$ cat src/rtl/iter_divider_if.sv
// Execute-stage <-> divider handshake bundle (request, operands, result).
interface iter_divider_if #(
    parameter int unsigned XLEN = 64
);
    logic            i_flush;
    logic            i_stall;
    logic            i_e;
    logic [1:0]      i_op;
    logic            i_w32;
    logic [XLEN-1:0] i_src1;
    logic [XLEN-1:0] i_src2;
    logic            o_valid;
    logic            o_busy;
    logic [XLEN-1:0] o_dest;

    // Execute side: issues requests, consumes results
    modport master (
        output i_flush, i_stall, i_e, i_op, i_w32, i_src1, i_src2,
        input  o_valid, o_busy, o_dest
    );

    // Divider side
    modport slave (
        input  i_flush, i_stall, i_e, i_op, i_w32, i_src1, i_src2,
        output o_valid, o_busy, o_dest
    );
endinterface

$ cat src/rtl/iter_divider.sv
// Multi-cycle radix-2 restoring divider for RV64 DIV/DIVU/REM/REMU and W forms.
// Optional macro DIV_EARLY_OUT_EN: skip iteration when |dividend| < |divisor|.
module iter_divider #(
    parameter int unsigned XLEN  = 64,
    parameter int unsigned CNT_W = 7
) (
    input  logic        i_clk,
    input  logic        i_rst,
    input  logic [31:0] i_log_fd,
    iter_divider_if.slave bus
);
    localparam int unsigned HALF = XLEN / 2;

    typedef enum logic [1:0] {IDLE, ITER, FIX, DONE} state_e;

    state_e            state_q, state_d;
    logic [CNT_W-1:0]  cnt_q, cnt_d;
    logic [XLEN-1:0]   rem_q, rem_d;
    logic [XLEN-1:0]   quo_q, quo_d;
    logic [XLEN-1:0]   div_q, div_d;
    logic [XLEN-1:0]   dest_q, dest_d;
    logic [1:0]        op_q, op_d;
    logic              w32_q, w32_d;
    logic              neg_a_q, neg_a_d;
    logic              neg_b_q, neg_b_d;

    logic              is_signed_c, a_neg_c, b_neg_c, a_min_c, ovf_c;
    logic [XLEN-1:0]   a_ext_c, b_ext_c, a_mag_c, b_mag_c;
    logic [XLEN:0]     rem_sh_c, rem_sub_c;
    logic              fits_c;
    logic [XLEN-1:0]   quo_fix_c, rem_fix_c, fix_res_c;

    // Narrow results keep only the low half, sign-extended from bit HALF-1
    function automatic logic [XLEN-1:0] sext_w(input logic w, input logic [XLEN-1:0] v);
        return w ? {{HALF{v[HALF-1]}}, v[HALF-1:0]} : v;
    endfunction

    // Decode incoming operands: width extension, signs, magnitudes, overflow case
    always_comb begin
        is_signed_c = ~bus.i_op[0];
        if (bus.i_w32) begin
            a_ext_c = {{HALF{is_signed_c & bus.i_src1[HALF-1]}}, bus.i_src1[HALF-1:0]};
            b_ext_c = {{HALF{is_signed_c & bus.i_src2[HALF-1]}}, bus.i_src2[HALF-1:0]};
            a_min_c = (bus.i_src1[HALF-1:0] == {1'b1, {(HALF-1){1'b0}}});
        end else begin
            a_ext_c = bus.i_src1;
            b_ext_c = bus.i_src2;
            a_min_c = (bus.i_src1 == {1'b1, {(XLEN-1){1'b0}}});
        end
        a_neg_c = is_signed_c & a_ext_c[XLEN-1];
        b_neg_c = is_signed_c & b_ext_c[XLEN-1];
        a_mag_c = a_neg_c ? XLEN'(-a_ext_c) : a_ext_c;
        b_mag_c = b_neg_c ? XLEN'(-b_ext_c) : b_ext_c;
        ovf_c   = is_signed_c & a_min_c & (b_ext_c == '1);
    end

    // One restoring step plus final sign correction
    always_comb begin
        rem_sh_c  = {rem_q, quo_q[XLEN-1]};
        rem_sub_c = rem_sh_c - {1'b0, div_q};
        fits_c    = (rem_sh_c >= {1'b0, div_q});
        quo_fix_c = (~op_q[0] & (neg_a_q ^ neg_b_q)) ? XLEN'(-quo_q) : quo_q;
        rem_fix_c = (~op_q[0] & neg_a_q) ? XLEN'(-rem_q) : rem_q;
        fix_res_c = sext_w(w32_q, op_q[1] ? rem_fix_c : quo_fix_c);
    end

    // Next-state and datapath update
    always_comb begin
        state_d = state_q;
        cnt_d   = cnt_q;
        rem_d   = rem_q;
        quo_d   = quo_q;
        div_d   = div_q;
        dest_d  = dest_q;
        op_d    = op_q;
        w32_d   = w32_q;
        neg_a_d = neg_a_q;
        neg_b_d = neg_b_q;
        if (bus.i_flush) begin
            state_d = IDLE;
            cnt_d   = '0;
            dest_d  = '0;
        end else begin
            case (state_q)
                IDLE: begin
                    if (bus.i_e) begin
                        op_d    = bus.i_op;
                        w32_d   = bus.i_w32;
                        neg_a_d = a_neg_c;
                        neg_b_d = b_neg_c;
                        div_d   = b_mag_c;
                        if (b_ext_c == '0) begin
                            dest_d  = sext_w(bus.i_w32, bus.i_op[1] ? a_ext_c : '1);
                            state_d = DONE;
                        end else if (ovf_c) begin
                            dest_d  = sext_w(bus.i_w32, bus.i_op[1] ? '0 : a_ext_c);
                            state_d = DONE;
`ifdef DIV_EARLY_OUT_EN
                        end else if (a_mag_c < b_mag_c) begin
                            quo_d   = '0;
                            rem_d   = a_mag_c;
                            state_d = FIX;
`endif
                        end else begin
                            // Narrow dividend sits in the upper half so it shifts into rem first
                            rem_d   = '0;
                            quo_d   = bus.i_w32 ? (a_mag_c << HALF) : a_mag_c;
                            cnt_d   = bus.i_w32 ? CNT_W'(HALF) : CNT_W'(XLEN);
                            state_d = ITER;
                        end
                    end
                end
                ITER: begin
                    if (fits_c) begin
                        rem_d = rem_sub_c[XLEN-1:0];
                        quo_d = {quo_q[XLEN-2:0], 1'b1};
                    end else begin
                        rem_d = rem_sh_c[XLEN-1:0];
                        quo_d = {quo_q[XLEN-2:0], 1'b0};
                    end
                    cnt_d = cnt_q - CNT_W'(1);
                    if (cnt_q == CNT_W'(1)) begin
                        state_d = FIX;
                    end
                end
                FIX: begin
                    dest_d  = fix_res_c;
                    state_d = DONE;
                end
                DONE: begin
                    if (bus.i_e && !bus.i_stall) begin
                        state_d = IDLE;
                    end
                end
                default: state_d = IDLE;
            endcase
        end
    end

    // State and datapath registers
    always_ff @(posedge i_clk) begin
        if (i_rst) begin
            state_q <= IDLE;
            cnt_q   <= '0;
            rem_q   <= '0;
            quo_q   <= '0;
            div_q   <= '0;
            dest_q  <= '0;
            op_q    <= '0;
            w32_q   <= 1'b0;
            neg_a_q <= 1'b0;
            neg_b_q <= 1'b0;
        end else begin
            state_q <= state_d;
            cnt_q   <= cnt_d;
            rem_q   <= rem_d;
            quo_q   <= quo_d;
            div_q   <= div_d;
            dest_q  <= dest_d;
            op_q    <= op_d;
            w32_q   <= w32_d;
            neg_a_q <= neg_a_d;
            neg_b_q <= neg_b_d;
        end
    end

    assign bus.o_valid = (state_q == DONE);
    assign bus.o_busy  = (state_q != IDLE);
    assign bus.o_dest  = dest_q;

`ifndef SYNTHESIS
    // Simulation-only transaction log
    always_ff @(posedge i_clk) begin
        if (!i_rst && !bus.i_flush && i_log_fd != 32'd0) begin
            if (state_q == IDLE && bus.i_e) begin
                $display("[DIV] start op=%0d w32=%0d src1=%h src2=%h",
                         bus.i_op, bus.i_w32, bus.i_src1, bus.i_src2);
            end
            if (state_q != DONE && state_d == DONE) begin
                $display("[DIV] done result=%h", dest_d);
            end
        end
    end
`endif
endmodule

$ cat src/flat_wrapper.sv
// flat-port wrapper written by rule: the top's interface ports become plain ports
module iter_divider_flat 
#(
    parameter int unsigned XLEN  = 64,
    parameter int unsigned CNT_W = 7
)
  (i_clk, i_rst, i_log_fd, bus_i_flush, bus_i_stall, bus_i_e, bus_i_op, bus_i_w32, bus_i_src1, bus_i_src2, bus_o_valid, bus_o_busy, bus_o_dest);
  iter_divider_if #(.XLEN(XLEN)) bus_i ();
  input  logic i_clk;
  input  logic i_rst;
  input  logic [31:0] i_log_fd;
  input wire logic [$bits(bus_i.i_flush)-1:0] bus_i_flush;
  input wire logic [$bits(bus_i.i_stall)-1:0] bus_i_stall;
  input wire logic [$bits(bus_i.i_e)-1:0] bus_i_e;
  input wire logic [$bits(bus_i.i_op)-1:0] bus_i_op;
  input wire logic [$bits(bus_i.i_w32)-1:0] bus_i_w32;
  input wire logic [$bits(bus_i.i_src1)-1:0] bus_i_src1;
  input wire logic [$bits(bus_i.i_src2)-1:0] bus_i_src2;
  output wire logic [$bits(bus_i.o_valid)-1:0] bus_o_valid;
  output wire logic [$bits(bus_i.o_busy)-1:0] bus_o_busy;
  output wire logic [$bits(bus_i.o_dest)-1:0] bus_o_dest;
  assign bus_i.i_flush = bus_i_flush;
  assign bus_i.i_stall = bus_i_stall;
  assign bus_i.i_e = bus_i_e;
  assign bus_i.i_op = bus_i_op;
  assign bus_i.i_w32 = bus_i_w32;
  assign bus_i.i_src1 = bus_i_src1;
  assign bus_i.i_src2 = bus_i_src2;
  assign bus_o_valid = bus_i.o_valid;
  assign bus_o_busy = bus_i.o_busy;
  assign bus_o_dest = bus_i.o_dest;
  iter_divider #(.XLEN(XLEN), .CNT_W(CNT_W)) u_core (.i_clk(i_clk), .i_rst(i_rst), .i_log_fd(i_log_fd), .bus(bus_i));
endmodule
$ cat config.mk
export PLATFORM = sky130hd
export DESIGN_NAME = iter_divider_flat
export DESIGN_NICKNAME = d
export VERILOG_FILES = /design/src/rtl/iter_divider_if.sv /design/src/rtl/iter_divider.sv /design/src/flat_wrapper.sv
export SDC_FILE = /design/constraint.sdc
export NUM_CORES = 1
export LEC_CHECK = 0
export CAP_MARGIN = 20
export CORE_MARGIN = 4
export CORE_UTILIZATION = 52
export DETAILED_ROUTE_END_ITERATION = 6
export PLACE_DENSITY = 0.74
export SYNTH_ARGS = -nofsm -noshare
export SYNTH_HDL_FRONTEND = slang
export SYNTH_SLANG_ARGS = --single-unit
$ cat constraint.sdc
create_clock -name i_clk -period 7.5 [get_ports i_clk]
set_clock_uncertainty 0.1 [all_clocks]
set_input_delay 1.5 -clock i_clk [delete_from_list [all_inputs] [get_ports i_clk]]
set_output_delay 1.5 -clock i_clk [all_outputs]
set_load 0.02 [all_outputs]
# Word level (Yosys, flattened, before mapping)
# Cells that the tools add are included.
dict set report word_totals {
  ff_bits 270
  in_bits 168
  out_inout_bits 66
  wordCells 94
}
dict set report classes {
  addsub 6
  magnitude_cmp 1
  eq_ne 13
  mux 39
  bitwise_logic 12
  reduce_logical 13
}
# cell n
set ops {}
lappend ops {{64-bit two-way mux} 23}
lappend ops {{64-bit one-hot mux with 2 select lines} 3}
lappend ops {{64-bit negation} 4}
lappend ops {{64-bit == test (second input constant)} 2}
lappend ops {{65-bit by 64-bit greater-or-equal comparator with 1-bit output} 1}
lappend ops {{64-bit logical NOT} 1}
lappend ops {{64-bit subtractor} 1}
lappend ops {{32-bit == test (second input constant)} 1}
lappend ops {{7-bit two-way mux} 4}
lappend ops {{7-bit one-hot mux with 2 select lines} 1}
lappend ops {{2-bit two-way mux} 5}
lappend ops {{3-bit AND reduction} 3}
lappend ops {{1-bit bitwise AND} 8}
lappend ops {{2-bit one-hot mux with 4 select lines} 1}
lappend ops {{7-bit by 1-bit == test with 1-bit output (second input constant)} 1}
lappend ops {{7-bit by 1-bit subtractor with 7-bit output (second input constant)} 1}
lappend ops {{2-bit != test (second input constant)} 3}
lappend ops {{2-bit nonzero test} 3}
lappend ops {{5-bit AND reduction} 1}
lappend ops {{2-bit == test (second input constant)} 2}
lappend ops {{2-bit by 1-bit != test with 1-bit output (second input constant)} 2}
lappend ops {{4-bit AND reduction} 1}
lappend ops {{3-bit by 1-bit != test with 1-bit output (second input constant)} 1}
lappend ops {{1-bit NOT} 3}
lappend ops {{other kinds (7)} 8}

# Longest topological paths before layout
# Gate-level depths: netlist (run 1).
dict set report depth {
  word_depth 10
  ltp_mapped 16
  depth_no_buf 15
}

# Worst setup path after synthesis (run 1)
# Ideal clock, no wire load.
dict set report synth_path {
  path_kind {input to register}
  from {in bus_i_src1[6]}
  to {reg u_core.quo_q[46]}
  setup_time_ps 88
  arrival_time_ps 4035
  required_time_ps 7312
  setup_slack_ps 3277
  stages 12
  path_buffers 1
  cell_sequence {clkbuf_1 > nor4_1 > nor3b_1 > and2_1 > nand2_1 > or2_2 > or3_1 > nand2_1 > xnor2_1 > nor2_1 > a211o_1 > a311oi_2}
}
dict set report synth_via {
  elab_chain_cells 8
  elab_cells_between_ends 15
  classes_between {add/sub: 1; eq/ne: 3; mux: 8; bitwise: 2; reduce/logical: 1}
}
# item line
set synth_lines {}
lappend synth_lines {{from (decl)} flat_wrapper.sv:17} ;# input wire logic [$bits(bus_i.i_src1)-1:0] bus_i_src1;
lappend synth_lines {{64-bit two-way mux} iter_divider.sv:41} ;# if (bus.i_w32) begin
lappend synth_lines {{64-bit negation} iter_divider.sv:52} ;# a_mag_c = a_neg_c ? XLEN'(-a_ext_c) : a_ext_c;
lappend synth_lines {{64-bit two-way mux} iter_divider.sv:52}
lappend synth_lines {{64-bit two-way mux} iter_divider.sv:107} ;# quo_d = bus.i_w32 ? (a_mag_c << HALF) : a_mag_c;
lappend synth_lines {{64-bit two-way mux} iter_divider.sv:95} ;# end else if (ovf_c) begin
lappend synth_lines {{64-bit two-way mux} iter_divider.sv:92} ;# if (b_ext_c == '0) begin
lappend synth_lines {{64-bit two-way mux} iter_divider.sv:86} ;# if (bus.i_e) begin
lappend synth_lines {{64-bit one-hot mux with 2 select lines} iter_divider.sv:84} ;# case (state_q)
lappend synth_lines {{to (signal assigned)} iter_divider.sv:157} ;# quo_q <= quo_d;
lappend synth_lines {{to (decl)} iter_divider.sv:19} ;# logic [XLEN-1:0] quo_q, quo_d;
# Parallel ways exist; a longest one is shown, timed or not. The select of a mux whose other input is x is not followed.
# A chain may end at the register's enable or synchronous reset.

# Final worst setup path (run 1)
dict set report layout_path {
  from {in bus_i_w32}
  to {reg u_core.dest_q[48] (netlist: u_core.bus.o_dest[48])}
}
dict set report layout_via {
  elab_chain_cells 7
  elab_cells_between_ends 17
  classes_between {eq/ne: 2; mux: 11; bitwise: 2; reduce/logical: 2}
}
# item line
set layout_lines {}
lappend layout_lines {{from (decl)} flat_wrapper.sv:16} ;# input wire logic [$bits(bus_i.i_w32)-1:0] bus_i_w32;
lappend layout_lines {{branches (longest 7 deep; another with 64-bit two-way mux)} --}
lappend layout_lines {{to (signal assigned)} iter_divider.sv:159} ;# dest_q <= dest_d;
lappend layout_lines {{to (decl)} iter_divider.sv:21} ;# logic [XLEN-1:0] dest_q, dest_d;
# Several ways; the timed one is not identified. The select of a mux whose other input is x is not followed.

==> impl_results.md, run 1 <==
- Outcome: complete, but fails checks
- Failing checks: design-rule violations
- Ys async rst share: 0%
- Critical path cell sequence: buf_4, clkinv_1, nor2_1, o211ai_1, a21oi_1, and3_2, buf_4, o211ai_1, a21boi_2, nor2_2, o211ai_1, nand2_1
- Initial core utilization: 52.9%
- # IOs: 234
- Distinct cell type count after synthesis: 90
- TritonCTS Buffers: 34
- Slew @ Worst Pin: 986 ps
- Vias in the first global route: 22,600
- Global Route Usage Sum: 34.0%
- Max-Cap Viols: 0
- Sequential share of the synthesized area: 23.6%
- First-pass GRT wire length: 129,000 um
- CTS Buffer Depth: 3
- WS Path Type: in -> reg
- Core Footprint: 43,300 sq um
- Post-CTS setup buffers: 0
- Final Power: 4.36 mW
- Layout area overhead: 14.4%
- DRC violations left: 2
- VDD IR max: 0.000191 V
- Port buffer count: 201
- CTS sink cnt: 270
- # diodes: 0
- Largest net degree at the start of global routing: 93
- Total negative setup slack: 0 ps
- Post-layout min period: 5680 ps
- Crit path required time: 7870 ps
- Synth Instances: 3,199
- Total die area: 47,400 sq um
- Leakage Power: 9.58 nW
- Hold-fix buffers, CTS: 0
- Final HPWL DP: 64,000 um
- Cell area after layout: 26,200 sq um
- Arr. time, crit path: 6060 ps
- Most frequent cells after synthesis: 376 x nand2_1, 353 x nor2_1, 294 x a21oi_1, 270 x dfxtp_1, 200 x o21ai_0
- Cell mode on critical path: o211ai_1
- Die Width: 218 um
- Synth Register Bits: 270
- Post-synth EDFFs: 0
- CTS root buf: clkbuf_16
- Max incr delay on CP: 740 ps
- Detailed Route WL: 84,500 um
- Synthesized area: 22,900 sq um
- Worst rel slew slack: 34.1%
- P per Cell Area: 167 nW/um^2
- Final worst slack: 1820 ps
- Syn avg cell area: 7.15 sq um
- Initial antenna violation count: 0
- DIE HEIGHT: 218 um
- Routed Antenna Nets: 0
- Clock slew at reported path FFs: 60 ps
- Final period util: 75.8%
- GRT overflow: 0
- Crit-path max FO: 42
- Fin nets: 3,489
- Largest area contributor in the netlist: dfxtp_1
- Worst min path class: reg -> reg
- Share of the synthesized area in the top cell type: 23.6%
- Most numerous cell in the Yosys netlist: nand2_1
- Post-Layout Cell Count: 3,856
- Setup violators final: 0
- Max Slew Vio Count: 0
- Drt via density: 6.35
- Via count: 24,500
- Crit start category: primary input
- Post-Route Utilization: 60.5%
- CP max-delay cell: nor2_1
- Layout cells sized above 1: 5.23%
- Achievable Freq: 176 MHz
- FILL cells: 4,196
- Most used DFF post-synth: dfxtp_1
- Synth top area cells: dfxtp_1 24%, a21oi_1 6.4%, xnor2_1 6.3%
- Clk_lat worst skew: 560 ps
- Final hold slack: 350 ps
- Net count after synthesis: 3,443
- Dpl ws: 1440 ps
- Ys Warns: 0
- CTS tree: done
- Placer Congestion: 0.988
- Post-cts resize count: 0
- Placed Cells incl. Taps: 3,791
- Endpoints failing hold: 0
- Dpl cell area: 25,000 sq um
- WL/cell: 21.9 um
- Cell Rows: 76
- RSZ-0062 raised after global routing: false
- DRT Pass-1 Iters: 7
- CP Capture Type: register
- Iteration-0 DRC Markers: 2,755
- H-Tree Depth: 2
## cell type report
type                    count  area, sq um  share of cell area (%)
repair buffers            238         2300                    8.79
well taps                 585          732                    2.80
flip-flops and latches    270         5410                    20.7
multi-input cells        2555        16000                    61.2
inverters                 146          548                    2.09
clock inverters            18          240                   0.918
clock buffers              44          928                    3.55
## metal layers
metal | up-vias | global-route usage [%] | wire, um
met1 | 11600 | 46.1 | 36100
met5 | - | 0 | 0
li1 | 11600 | - | -
met3 | 162 | 5.57 | 7110
met4 | 0 | 13.2 | 3420
met2 | 1097 | 54.3 | 37900
## where the power goes
group	total, mW	switching, mW	leakage (nW)	internal [mW]
Clock	1.75	0.693	0.577	1.05
Combinational	1.06	0.672	6.81	0.389
Sequential	1.55	0.0638	2.20	1.49
Total	4.36	1.43	9.58	2.93
## registers in the layout, summed over array words and instances, names as in the netlist
register	flops
u_core.bus.o_dest	64
u_core.neg_b_q	1
u_core.quo_q	64
u_core.neg_a_q	1
u_core.cnt_q	7
u_core.w32_q	1
u_core.state_q	2
u_core.op_q	2
u_core.div_q	64
u_core.rem_q	64
## placed cells by master, fill, tap and decap left out, types with 14 or more instances in the layout
| cell | count |
|---|---|
| ha_1 | 73 |
| a22oi_1 | 16 |
| nor4_1 | 33 |
| a211oi_1 | 117 |
| o31ai_1 | 35 |
| nand2b_1 | 16 |
| o221ai_1 | 21 |
| nor3_1 | 103 |
| a21o_1 | 29 |
| a31oi_1 | 28 |
| xor2_1 | 134 |
| o21ai_0 | 199 |
| o41ai_1 | 19 |
| o211ai_1 | 48 |
| or4_1 | 20 |
| clkdlybuf4s50_1 | 198 |
| o21ai_1 | 41 |
| nand4_1 | 41 |
| and3_1 | 14 |
| buf_4 | 36 |
| nor2_1 | 351 |
| nand3_1 | 35 |
| mux2i_1 | 32 |
| clkbuf_16 | 34 |
| or3_1 | 29 |
| a32o_1 | 18 |
| dfxtp_1 | 269 |
| xnor2_1 | 164 |
| inv_1 | 143 |
| o21bai_1 | 15 |
| nand2_1 | 376 |
| a21oi_1 | 293 |
| maj3_1 | 51 |
## final timing paths
check / start / to / slack (ps) / depth (start not counted)
worst min register to register: u_core.div_q[46] / u_core.div_q[46] / 350 / 2
worst max register to register: u_core.quo_q[63] / u_core.rem_q[38] / 2420 / 13
worst max-delay path: bus_i_w32 / u_core.bus.o_dest[48] / 1820 / 12
worst min-delay path: u_core.div_q[46] / u_core.div_q[46] / 350 / 2
## critical path, delay by kind of cell
family | cells | cell delay [ps]
simple gates | 4 | 1940
buf+inv | 3 | 1190
compound gates | 5 | 1410
## cell families after synthesis
family | synth area share, %
flip-flops | 23.6
adder cells (fa/ha/maj) | 6.42
AND/OR/NAND/NOR | 22.5
multiplexers | 1.45
XOR/XNOR | 11.4
AO/OA/AOI/OAI | 28.0
buffers and inverters | 6.57
(Power assumes the default switching activity.)
==> run 2: changes to the inputs <==
- clock period: 7.5 -> 5.9 ns (I/O delays scaled with it)
==> run 2 against run 1 <==
Effect of this change: the run now ends clean; largest power group unchanged; routed wire length shrank 0.69%; register-to-register slack got worse by 1000 ps; final cell count up 0.13%; first-iteration DRC count is 2.7% lower; clock-buffer cell count up 3; critical path depth increased by 1; core utilization increased by 0.095 points.
==> impl_results.md, run 2 (synthesis gave the netlist of run 1 again) <==
- Fin nets: 3,500
- Port buffer count: 201
- Final hold slack: 349 ps
- TritonCTS Buffers: 34
- Vias in the first global route: 23,000
- # diodes: 0
- WS Path Type: in -> reg
- DRT Pass-1 Iters: 6
- Arr. time, crit path: 5200 ps
- Core Footprint: 43,300 sq um
- Final period util: 81.9%
- Placer Congestion: 0.955
- Comb pwr share: 24.8%
- RSZ-0062 raised after global routing: false
- Worst Path Buf+Inv: 3
- CTS root buf: clkbuf_16
- Clock slew at reported path FFs: 60 ps
- Hold-fix buffers, CTS: 0
- Leakage Power: 9.61 nW
- Largest net degree at the start of global routing: 70
- Reg power frac: 36.4%
- Global Route Usage Sum: 34.0%
- Worst min path class: reg -> reg
- Cell area after layout: 26,200 sq um
- Routed Antenna Nets: 0
- P per Cell Area: 207 nW/um^2
- Max Slew Vio Count: 0
- VDD IR max: 0.000176 V
- Final HPWL DP: 64,100 um
- Crit path required time: 6270 ps
- DIE HEIGHT: 218 um
- CTS Buffer Depth: 3
- Drt via density: 6.35
- DRC violations left: 0
- Crit-path max FO: 28
- Layout cells sized above 1: 5.40%
- Switching pwr: 1.79 mW
- Endpoints failing hold: 0
- H-Tree Depth: 2
- Achievable Freq: 207 MHz
- Total die area: 47,400 sq um
- Clock power frac: 38.8%
- Outcome: completed
- CP max-delay cell: nand2_1
- Most frequent cells in the layout: 376 x nand2_1, 351 x nor2_1, 293 x a21oi_1
- Most common cell after layout, fill and taps aside: nand2_1
- Int Power: 3.64 mW
- Via count: 24,500
- Post-Route Utilization: 60.6%
- Post-layout min period: 4830 ps
- Crit start category: primary input
- Initial core utilization: 52.9%
- Cell mode on critical path: nand2_1
- Initial antenna violation count: 1
- Detailed Route WL: 83,900 um
- Max-Cap Viols: 0
- GRT overflow: 0
- Total negative setup slack: 0 ps
- Max incr delay on CP: 530 ps
- Slew @ Worst Pin: 1050 ps
- Clk_lat worst skew: 570 ps
- Setup violators final: 0
- Final Power: 5.44 mW
- Critical path cell sequence: clkdlybuf4s50_1, inv_1, ha_1, nor3b_1, nor4b_1, nand2_1, nor3_1, nand2_1, buf_4, maj3_1, nand2_1, nand3_1, a21oi_1
- CTS tree: done
- Post-CTS setup buffers: 0
- CTS sink cnt: 270
- Cell Rows: 76
- Dpl cell area: 25,100 sq um
- Die Width: 218 um
- Post-cts resize count: 0
- WL/cell: 21.7 um
- First-pass GRT wire length: 129,000 um
- Layout area overhead: 14.6%
- Delay-heaviest family, CP: simple AND/OR/NAND/NOR gates
- # IOs: 234
- Worst rel slew slack: 29.8%
- Switching fraction of total power: 33.0%
- CP Capture Type: register
- Iteration-0 DRC Markers: 2,681
run 2: power groups by stage:
| stage | Combinational (mW) | Clock (mW) | Sequential (mW) |
|---|---|---|---|
| after global placement | 1.29 | 0 | 2.01 |
| after CTS | 1.32 | 2.14 | 1.98 |
| after global routing | 1.46 | 2.21 | 1.99 |
| final | 1.35 | 2.11 | 1.98 |
| after detailed placement | 1.31 | 0 | 2.02 |
| after floorplan | 0.890 | 0 | 1.98 |
run 2: metrics by stage:
step | instances | setup WS [ps]
floorplan | 3199 | 2000
global placement | 3804 | 667
detailed placement | 3804 | 639
CTS | 3860 | 1200
global route | 3861 | 853
finish | 3861 | 1070
run 2: per-layer routing:
| layer | up-vias | share of wire (%) | global-route usage (%) |
|---|---|---|---|
| li1 | 11600 | - | - |
| met1 | 11600 | 42 | 45.4 |
| met2 | 1079 | 45 | 54.2 |
| met3 | 202 | 8.6 | 6.38 |
| met4 | 0 | 4.4 | 13.7 |
| met5 | - | 0 | 0 |
run 2: path summary, 6_finish.rpt:
check,startpoint,endpoint,slack [ps],cells after the start
max,bus_i_src2[0],u_core.bus.o_dest[54],1070,13
min,u_core.div_q[41],u_core.div_q[41],350,2
max reg2reg,u_core.rem_q[13],u_core.rem_q[0],1370,11
min reg2reg,u_core.div_q[41],u_core.div_q[41],350,2
run 2: worst reg2reg max path: stages, from the launching register on:
cell     delay [ps]
dfxtp_1         480
ha_1            370
a21oi_1         370
nand2_1         120
or3_1           390
o21a_1          270
a31oi_1         550
o21ai_1         300
a31oi_2         440
o31a_1          640
o21ai_0         180
a22o_1          200
run 2: area by class of cell:
cell class / count / area (sq um)
Clock buffer: 47 / 981
Clock inverter: 9 / 121
Fill cell: 4142 / 17000
Inverter: 146 / 548
Multi-Input combinational cell: 2555 / 16000
Sequential cell: 270 / 5410
Tap cell: 585 / 732
Timing Repair Buffer: 249 / 2410
